$ cat src/rtl/rtc_pkg.sv
// rtc_pkg: shared definitions for the RTC bus transaction path.
// Holds the sequencer state encoding, the default phase timing (tied to the
// bus signal generator's cycle length) and the read/write direction codes.
package rtc_pkg;

  // Cycle length of the signals_rtc generator; a bus phase must match it.
  localparam int RTC_CYCLE_LEN    = 32;
  localparam int PHASE_CYCLES_DEF = RTC_CYCLE_LEN;
  localparam int GAP_CYCLES_DEF   = 2;

  // Direction codes captured with a request.
  localparam logic RW_READ  = 1'b1;
  localparam logic RW_WRITE = 1'b0;

  // Sequencer state encoding.
  localparam logic [2:0] ST_IDLE   = 3'd0;
  localparam logic [2:0] ST_ADDR   = 3'd1;
  localparam logic [2:0] ST_GAP    = 3'd2;
  localparam logic [2:0] ST_DATA   = 3'd3;
  localparam logic [2:0] ST_FINISH = 3'd4;

endpackage

$ cat src/rtl/rtc_transaction_ctrl_phase_timer.sv
// rtc_phase_timer: per-state phase timer.
// The count is cleared by load and advances once per cycle; it stops
// (no wrap) once the programmed length has elapsed.
// Ports:
//   clk, reset  clock, asynchronous active-high reset
//   load        clear the count (asserted on every state entry)
//   len         number of cycles the current state lasts (>= 1)
//   expired     high in the last cycle of the programmed length
module rtc_phase_timer #(
  parameter int WIDTH = 6
) (
  input  logic             clk,
  input  logic             reset,
  input  logic             load,
  input  logic [WIDTH-1:0] len,
  output logic             expired
);

  logic [WIDTH-1:0] count;
  logic [WIDTH:0]   elapsed;

  // Cycles spent in the state including the current one; one bit wider so
  // a saturated count cannot overflow the comparison.
  assign elapsed = {1'b0, count} + {{WIDTH{1'b0}}, 1'b1};
  assign expired = (elapsed >= {1'b0, len});

  // Elapsed-cycle counter: clear on load, hold once the length is reached.
  always_ff @(posedge clk or posedge reset) begin
    if (reset) begin
      count <= {WIDTH{1'b0}};
    end else if (load) begin
      count <= {WIDTH{1'b0}};
    end else if (!expired) begin
      count <= count + {{(WIDTH-1){1'b0}}, 1'b1};
    end else begin
      count <= count;
    end
  end

endmodule

$ cat src/rtl/rtc_transaction_ctrl.sv
// rtc_transaction_ctrl: turns one read/write request into the two-phase
// multiplexed RTC bus sequence (address phase, gap, data phase, finish) that
// drives the signals_rtc generator, and captures read data on its latch strobe.
// Ports:
//   clk, reset            clock, asynchronous active-high reset
//   start, rw, addr,      request strobe (accepted in IDLE only) with its
//   wdata                 direction, register address and write byte
//   busy, done            transaction in progress / one-cycle completion pulse
//   rdata                 last read byte, held until the next read completes
//   en_signals, read,     generator enable, direction and address/data select
//   dato
//   bus_out               byte presented on the AD bus
//   bus_in, ll            sampled AD bus value and generator latch strobe
module rtc_transaction_ctrl
  import rtc_pkg::*;
#(
  parameter int PHASE_CYCLES = PHASE_CYCLES_DEF,
  parameter int GAP_CYCLES   = GAP_CYCLES_DEF
) (
  input  logic       clk,
  input  logic       reset,
  input  logic       start,
  input  logic       rw,
  input  logic [7:0] addr,
  input  logic [7:0] wdata,
  output logic       busy,
  output logic       done,
  output logic [7:0] rdata,
  output logic       en_signals,
  output logic       read,
  output logic       dato,
  output logic [7:0] bus_out,
  input  logic [7:0] bus_in,
  input  logic       ll
);

  localparam int CW = $clog2(PHASE_CYCLES + 1);

  logic [2:0]    state;
  logic [2:0]    next_state;
  logic          load;
  logic          expired;
  logic [CW-1:0] len;
  logic          accept;
  logic          rw_q;
  logic          rw_n;
  logic [7:0]    addr_q;
  logic [7:0]    addr_n;
  logic [7:0]    wdata_q;
  logic [7:0]    wdata_n;
  logic [7:0]    rdata_shadow;
  logic [7:0]    bus_next;

  assign accept = (state == ST_IDLE) && start;

  rtc_phase_timer #(.WIDTH(CW)) u_timer (
    .clk     (clk),
    .reset   (reset),
    .load    (load),
    .len     (len),
    .expired (expired)
  );

  // Length of the state currently being timed.
  always_comb begin
    len = CW'(PHASE_CYCLES);
    case (state)
      ST_ADDR: len = CW'(PHASE_CYCLES);
      ST_GAP:  len = CW'(GAP_CYCLES);
      ST_DATA: len = CW'(PHASE_CYCLES);
      default: len = CW'(PHASE_CYCLES);
    endcase
  end

  // Next-state logic; every state change reloads the phase timer.
  always_comb begin
    next_state = state;
    load       = 1'b0;
    case (state)
      ST_IDLE: begin
        if (start) begin
          next_state = ST_ADDR;
          load       = 1'b1;
        end else begin
          next_state = ST_IDLE;
        end
      end
      ST_ADDR: begin
        if (expired) begin
          next_state = ST_GAP;
          load       = 1'b1;
        end else begin
          next_state = ST_ADDR;
        end
      end
      ST_GAP: begin
        if (expired) begin
          next_state = ST_DATA;
          load       = 1'b1;
        end else begin
          next_state = ST_GAP;
        end
      end
      ST_DATA: begin
        if (expired) begin
          next_state = ST_FINISH;
          load       = 1'b1;
        end else begin
          next_state = ST_DATA;
        end
      end
      ST_FINISH: begin
        next_state = ST_IDLE;
        load       = 1'b1;
      end
      default: begin
        next_state = ST_IDLE;
        load       = 1'b1;
      end
    endcase
  end

  // Request fields as they will be held next cycle. The outputs are
  // registered from the next state, so the accept edge must already see the
  // newly captured request rather than the stale one.
  always_comb begin
    if (accept) begin
      rw_n    = rw;
      addr_n  = addr;
      wdata_n = wdata;
    end else begin
      rw_n    = rw_q;
      addr_n  = addr_q;
      wdata_n = wdata_q;
    end
  end

  // Byte to present on the AD bus in the coming cycle.
  always_comb begin
    bus_next = 8'h00;
    case (next_state)
      ST_ADDR: bus_next = addr_n;
      ST_DATA: bus_next = (rw_n == RW_READ) ? 8'h00 : wdata_n;
      default: bus_next = 8'h00;
    endcase
  end

  // State register and registered generator/status outputs.
  always_ff @(posedge clk or posedge reset) begin
    if (reset) begin
      state      <= ST_IDLE;
      busy       <= 1'b0;
      done       <= 1'b0;
      en_signals <= 1'b0;
      read       <= 1'b0;
      dato       <= 1'b0;
      bus_out    <= 8'h00;
    end else begin
      state      <= next_state;
      busy       <= (next_state != ST_IDLE);
      done       <= (next_state == ST_FINISH);
      en_signals <= (next_state == ST_ADDR) || (next_state == ST_DATA);
      read       <= (next_state == ST_DATA) && (rw_n == RW_READ);
      dato       <= (next_state == ST_DATA);
      bus_out    <= bus_next;
    end
  end

  // Request capture; only an accepted start changes the held fields.
  always_ff @(posedge clk or posedge reset) begin
    if (reset) begin
      rw_q    <= RW_WRITE;
      addr_q  <= 8'h00;
      wdata_q <= 8'h00;
    end else begin
      rw_q    <= rw_n;
      addr_q  <= addr_n;
      wdata_q <= wdata_n;
    end
  end

  // Read data path: every latch strobe in a read data phase overwrites the
  // shadow (last sample wins); the shadow is published in FINISH.
  always_ff @(posedge clk or posedge reset) begin
    if (reset) begin
      rdata_shadow <= 8'h00;
      rdata        <= 8'h00;
    end else begin
      if ((state == ST_DATA) && (rw_q == RW_READ) && ll) begin
        rdata_shadow <= bus_in;
      end else begin
        rdata_shadow <= rdata_shadow;
      end
      if ((state == ST_FINISH) && (rw_q == RW_READ)) begin
        rdata <= rdata_shadow;
      end else begin
        rdata <= rdata;
      end
    end
  end

endmodule

$ cat config.mk
export PLATFORM = sky130hd
export DESIGN_NAME = rtc_transaction_ctrl
export DESIGN_NICKNAME = d
export VERILOG_FILES = /design/src/rtl/rtc_pkg.sv /design/src/rtl/rtc_transaction_ctrl_phase_timer.sv /design/src/rtl/rtc_transaction_ctrl.sv
export SDC_FILE = /design/constraint.sdc
export NUM_CORES = 1
export LEC_CHECK = 0
export CORE_MARGIN = 4
export CORE_UTILIZATION = 35
export DETAILED_ROUTE_END_ITERATION = 8
export HOLD_SLACK_MARGIN = 0.08
export PLACE_DENSITY = 0.66
export SETUP_SLACK_MARGIN = 0.02
export SYNTH_ARGS = -nofsm -noshare
export SYNTH_HDL_FRONTEND = slang
export SYNTH_HIERARCHICAL = 1
export SYNTH_SLANG_ARGS = --single-unit
$ cat constraint.sdc
create_clock -name clk -period 3.3 [get_ports clk]
set_input_delay 0.99 -clock clk [delete_from_list [all_inputs] [get_ports clk]]
set_output_delay 0.99 -clock clk [all_outputs]
set_load 0.05 [all_outputs]
==> key figures <==
Outcome
  – Outcome: complete, no violations

Synthesis
  – Area share of the largest cell type after synthesis: between 50% and 60%
  – Post-Syn Area per Cell: roughly 13 µm²
  – Synth warn: 6
  – Synth async-reset ratio: between 90% and 100%
  – Synthesized area: between 0.002 and 0.0025 mm²
  – Largest area contributor in the netlist: dfrtp_1
  – Post-synthesis sequential area ratio: a little under three fifths
  – Synth Flop Type: dfrtp_1
  – Synth Register Bits: 55
  – Count leader, synth: dfrtp_1
  – EDFF count, synth: 0
  – Most area-consuming cells after synthesis: dfrtp_1 (57%), mux2_2 (15%), ha_1 (3.6%)
  – Synth cell types: 39
  – Synth cell count leaders: dfrtp_1 (55), mux2_2 (32), inv_1 (12)
  – Cell count after synthesis: 183

Floorplan
  – Die X: a little over 90 µm
  – Die Y: 91.30 µm
  – Core box area: between 0.006 and 0.007 mm²
  – # rows: 30
  – Die area: between 0.008 and 0.009 mm²
  – Top Ports: 50
  – Initial Util: ~36%

Power
  – Total net switching power: around 1.1 mW
  – Leakage: between 1 and 1.5 nW
  – Internal: roughly 1.7 mW
  – Combinational share of power: 48.1%
  – Sw Share: 39.02%
  – Total Power: approximately 2.9 mW
  – Sequential power share: between 30 and 40%
  – PwrDens: 906.9 mW/mm²
  – Clk network pwr share: 13.4%
  – VDD IR max: between 0.0004 and 0.0005 V

Placed design
  – Routability cong.: between 0.7 and 0.8
  – Count of input and output buffers: 49
  – Placed insts: 316
  – Dpl hpwl: about 3.3 mm
  – Placed Area: 0.003043 mm²

GRT
  – Antenna violations before repair: 0
  – Largest net degree at the start of global routing: 19
  – Vias in the first global route: 1587
  – GRT Util Overall: between 10% and 20%
  – First-pass GRT wire length: 7.734 mm
  – Grt ovf: 0

CTS
  – Clk pin slew, worst setup/hold paths: 0.11 ns
  – H-Tree Level Count: 2
  – Clock latency on the worst-skew pair: between 0.3 and 0.4 ns
  – Hold-fix buffers, CTS: 0
  – CTS Sinks: between 50 and 60
  – CTS Buf Count: 5
  – CTS tree: built
  – CTS max path bufs: 2
  – Root Driver: clkbuf_8

Final layout
  – Synthesis-to-finish area growth: 30.09%
  – Finished Cell Area: between 0.003 and 0.004 mm²
  – Layout Nets: 279
  – Final Util: between 40% and 50%
  – Layout cell share with drive strength beyond 1: between 20 and 30%
  – Fill count: between 600 and 700
  – Fin cells: between 300 and 400
  – Antenna cells: 0

STA
  – Clock skew: approximately 0.010 ns
  – Slew Limit Fails: 0
  – Hold Vio Cnt, Final: 0
  – Max Fclk: roughly 0.32 GHz
  – Fin Setup TNS: 0 ns
  – Max-slew headroom: between 60% and 70%
  – Period minus WS final: between 3 and 4 ns
  – Period utilization: 93.27%
  – RSZ-0062 raised after global routing: no
  – Final setup violation count: 0
  – Least-Margin Pin Slew: between 0.5 and 0.6 ns

Route
  – Vias: around 1.6k
  – DRC violations left: 0
  – Post-Route WL: 4.760 mm
  – Starting DRC count in detailed routing: 73
  – First-pass iteration count of the detailed router: 4
  – Via density: slightly below 5
  – Average routed wire per standard cell: roughly 15 µm
  – ANT nets after route: 0

Flow run
  – Maxcap violations: 0

Hold path
  – Worst min path class: flip-flop to flip-flop

Critical path
  – Worst Path Required: ~3.5 ns
  – Crit Path Class: flip-flop to flip-flop
  – Worst Path Arrival: ~3.3 ns
  – CP Launch Type: flip-flop
  – Crit. End Element: flip-flop
  – Crit Path Max Fanout: 8
worst max-delay path: stages, from the launching register on:
cell and delay, ns:
dfrtp_1 0.41, ha_1 0.22, nand3_1 0.18, xnor2_1 0.20, ha_1 0.25, and2_4 0.16
a221o_1 0.31, a31o_1 0.20, or2_4 0.23, buf_4 0.16, o21ai_0 0.09, nand3_2 0.20
o41ai_1 0.36
worst paths after layout:
path                       cells past startpoint               end              from  slack (ns)
max in group asynchronous                      3          rdata[4]             reset        1.74
max                                           12  u_timer/count[2]  u_timer/count[0]        0.22
max reg2reg                                   12  u_timer/count[2]  u_timer/count[0]        0.22
min                                            1         addr_q[5]         addr_q[5]        0.51
min reg2reg                                    1         addr_q[5]         addr_q[5]        0.51
min in group asynchronous                      2  u_timer/count[3]             reset        0.94
cell families after synthesis:
family	share of synthesized area (%)
DFF	56.67
muxes	16.49
and+or+nand+nor	7.625
AOI/OAI and AO/OA	8.862
buffers and inverters	4.431
adders and majority gates	3.606
xor gates and xnor gates	2.164
other	0.1544
cell usage in the layout, fill, tap and decap left out, types with 2 or more instances in the layout:
master,n
inv_6,2
clkdlybuf4s50_1,49
conb_1,4
mux2_4,2
a32o_1,8
o21ai_0,4
mux2_2,32
xor2_1,2
and3_1,3
nand2_1,5
buf_4,10
a21oi_1,4
clkbuf_8,5
o311ai_1,3
xnor2_1,4
dfrtp_1,55
o41ai_2,2
nor2_1,8
inv_1,11
nor2b_1,2
nand3_1,2
ha_1,7
routing by layer:
metal | part of all wire, % | global-route usage, % | vias to the layer above
li1 | - | - | 765
met1 | 47 | 15.90 | 761
met2 | 47 | 18.21 | 45
met3 | 4.8 | 2.900 | 5
met4 | 1.2 | 4.146 | 0
met5 | 0 | 0 | -
power by group through the flow:
stage | Clock, mW | Combinational (mW) | Sequential [mW]
final | 0.385 | 1.38 | 1.10
after global routing | 0.430 | 1.50 | 1.14
after CTS | 0.403 | 1.38 | 1.10
after detailed placement | 0 | 1.37 | 1.11
after global placement | 0 | 1.35 | 1.11
after floorplan | 0 | 0.748 | 1.34
per-stage QoR:
| stage | worst slack [ns] | hold slack, ns |
|---|---|---|
| floorplan | 0.04989 | 0.4619 |
| global placement | 0.07793 | 0.4749 |
| detailed placement | 0.02092 | 0.4824 |
| CTS | 0.1547 | 0.5046 |
| global route | 0.009344 | 0.5283 |
| finish | 0.2221 | 0.5056 |
layout make-up:
cell class              instances  area, µm²  area share [%]
clock buffers                   5      68.82           2.178
clock inverters                 3      22.52          0.7129
inverters                      12      45.04           1.426
multi-input cells             110      980.9           31.05
flip-flops and latches         55       1376           43.56
well taps                      80      100.1           3.168
repair buffers                 59      565.5           17.90
flip-flops by register name, summed over array words and instances (netlist names), 3 cells and up:
register and cells:
addr_q 8, bus_out 8, u_timer/count 6, rdata 8
rdata_shadow 8, state 3, wdata_q 8
what timing repair did:
item,in CTS,in global routing
setup endpoints to repair,8,3
gates cloned,0,0
buffers inserted,0,0
gates resized for setup,1,3
pin swaps,0,0
Power figures use the tool's default switching activity.
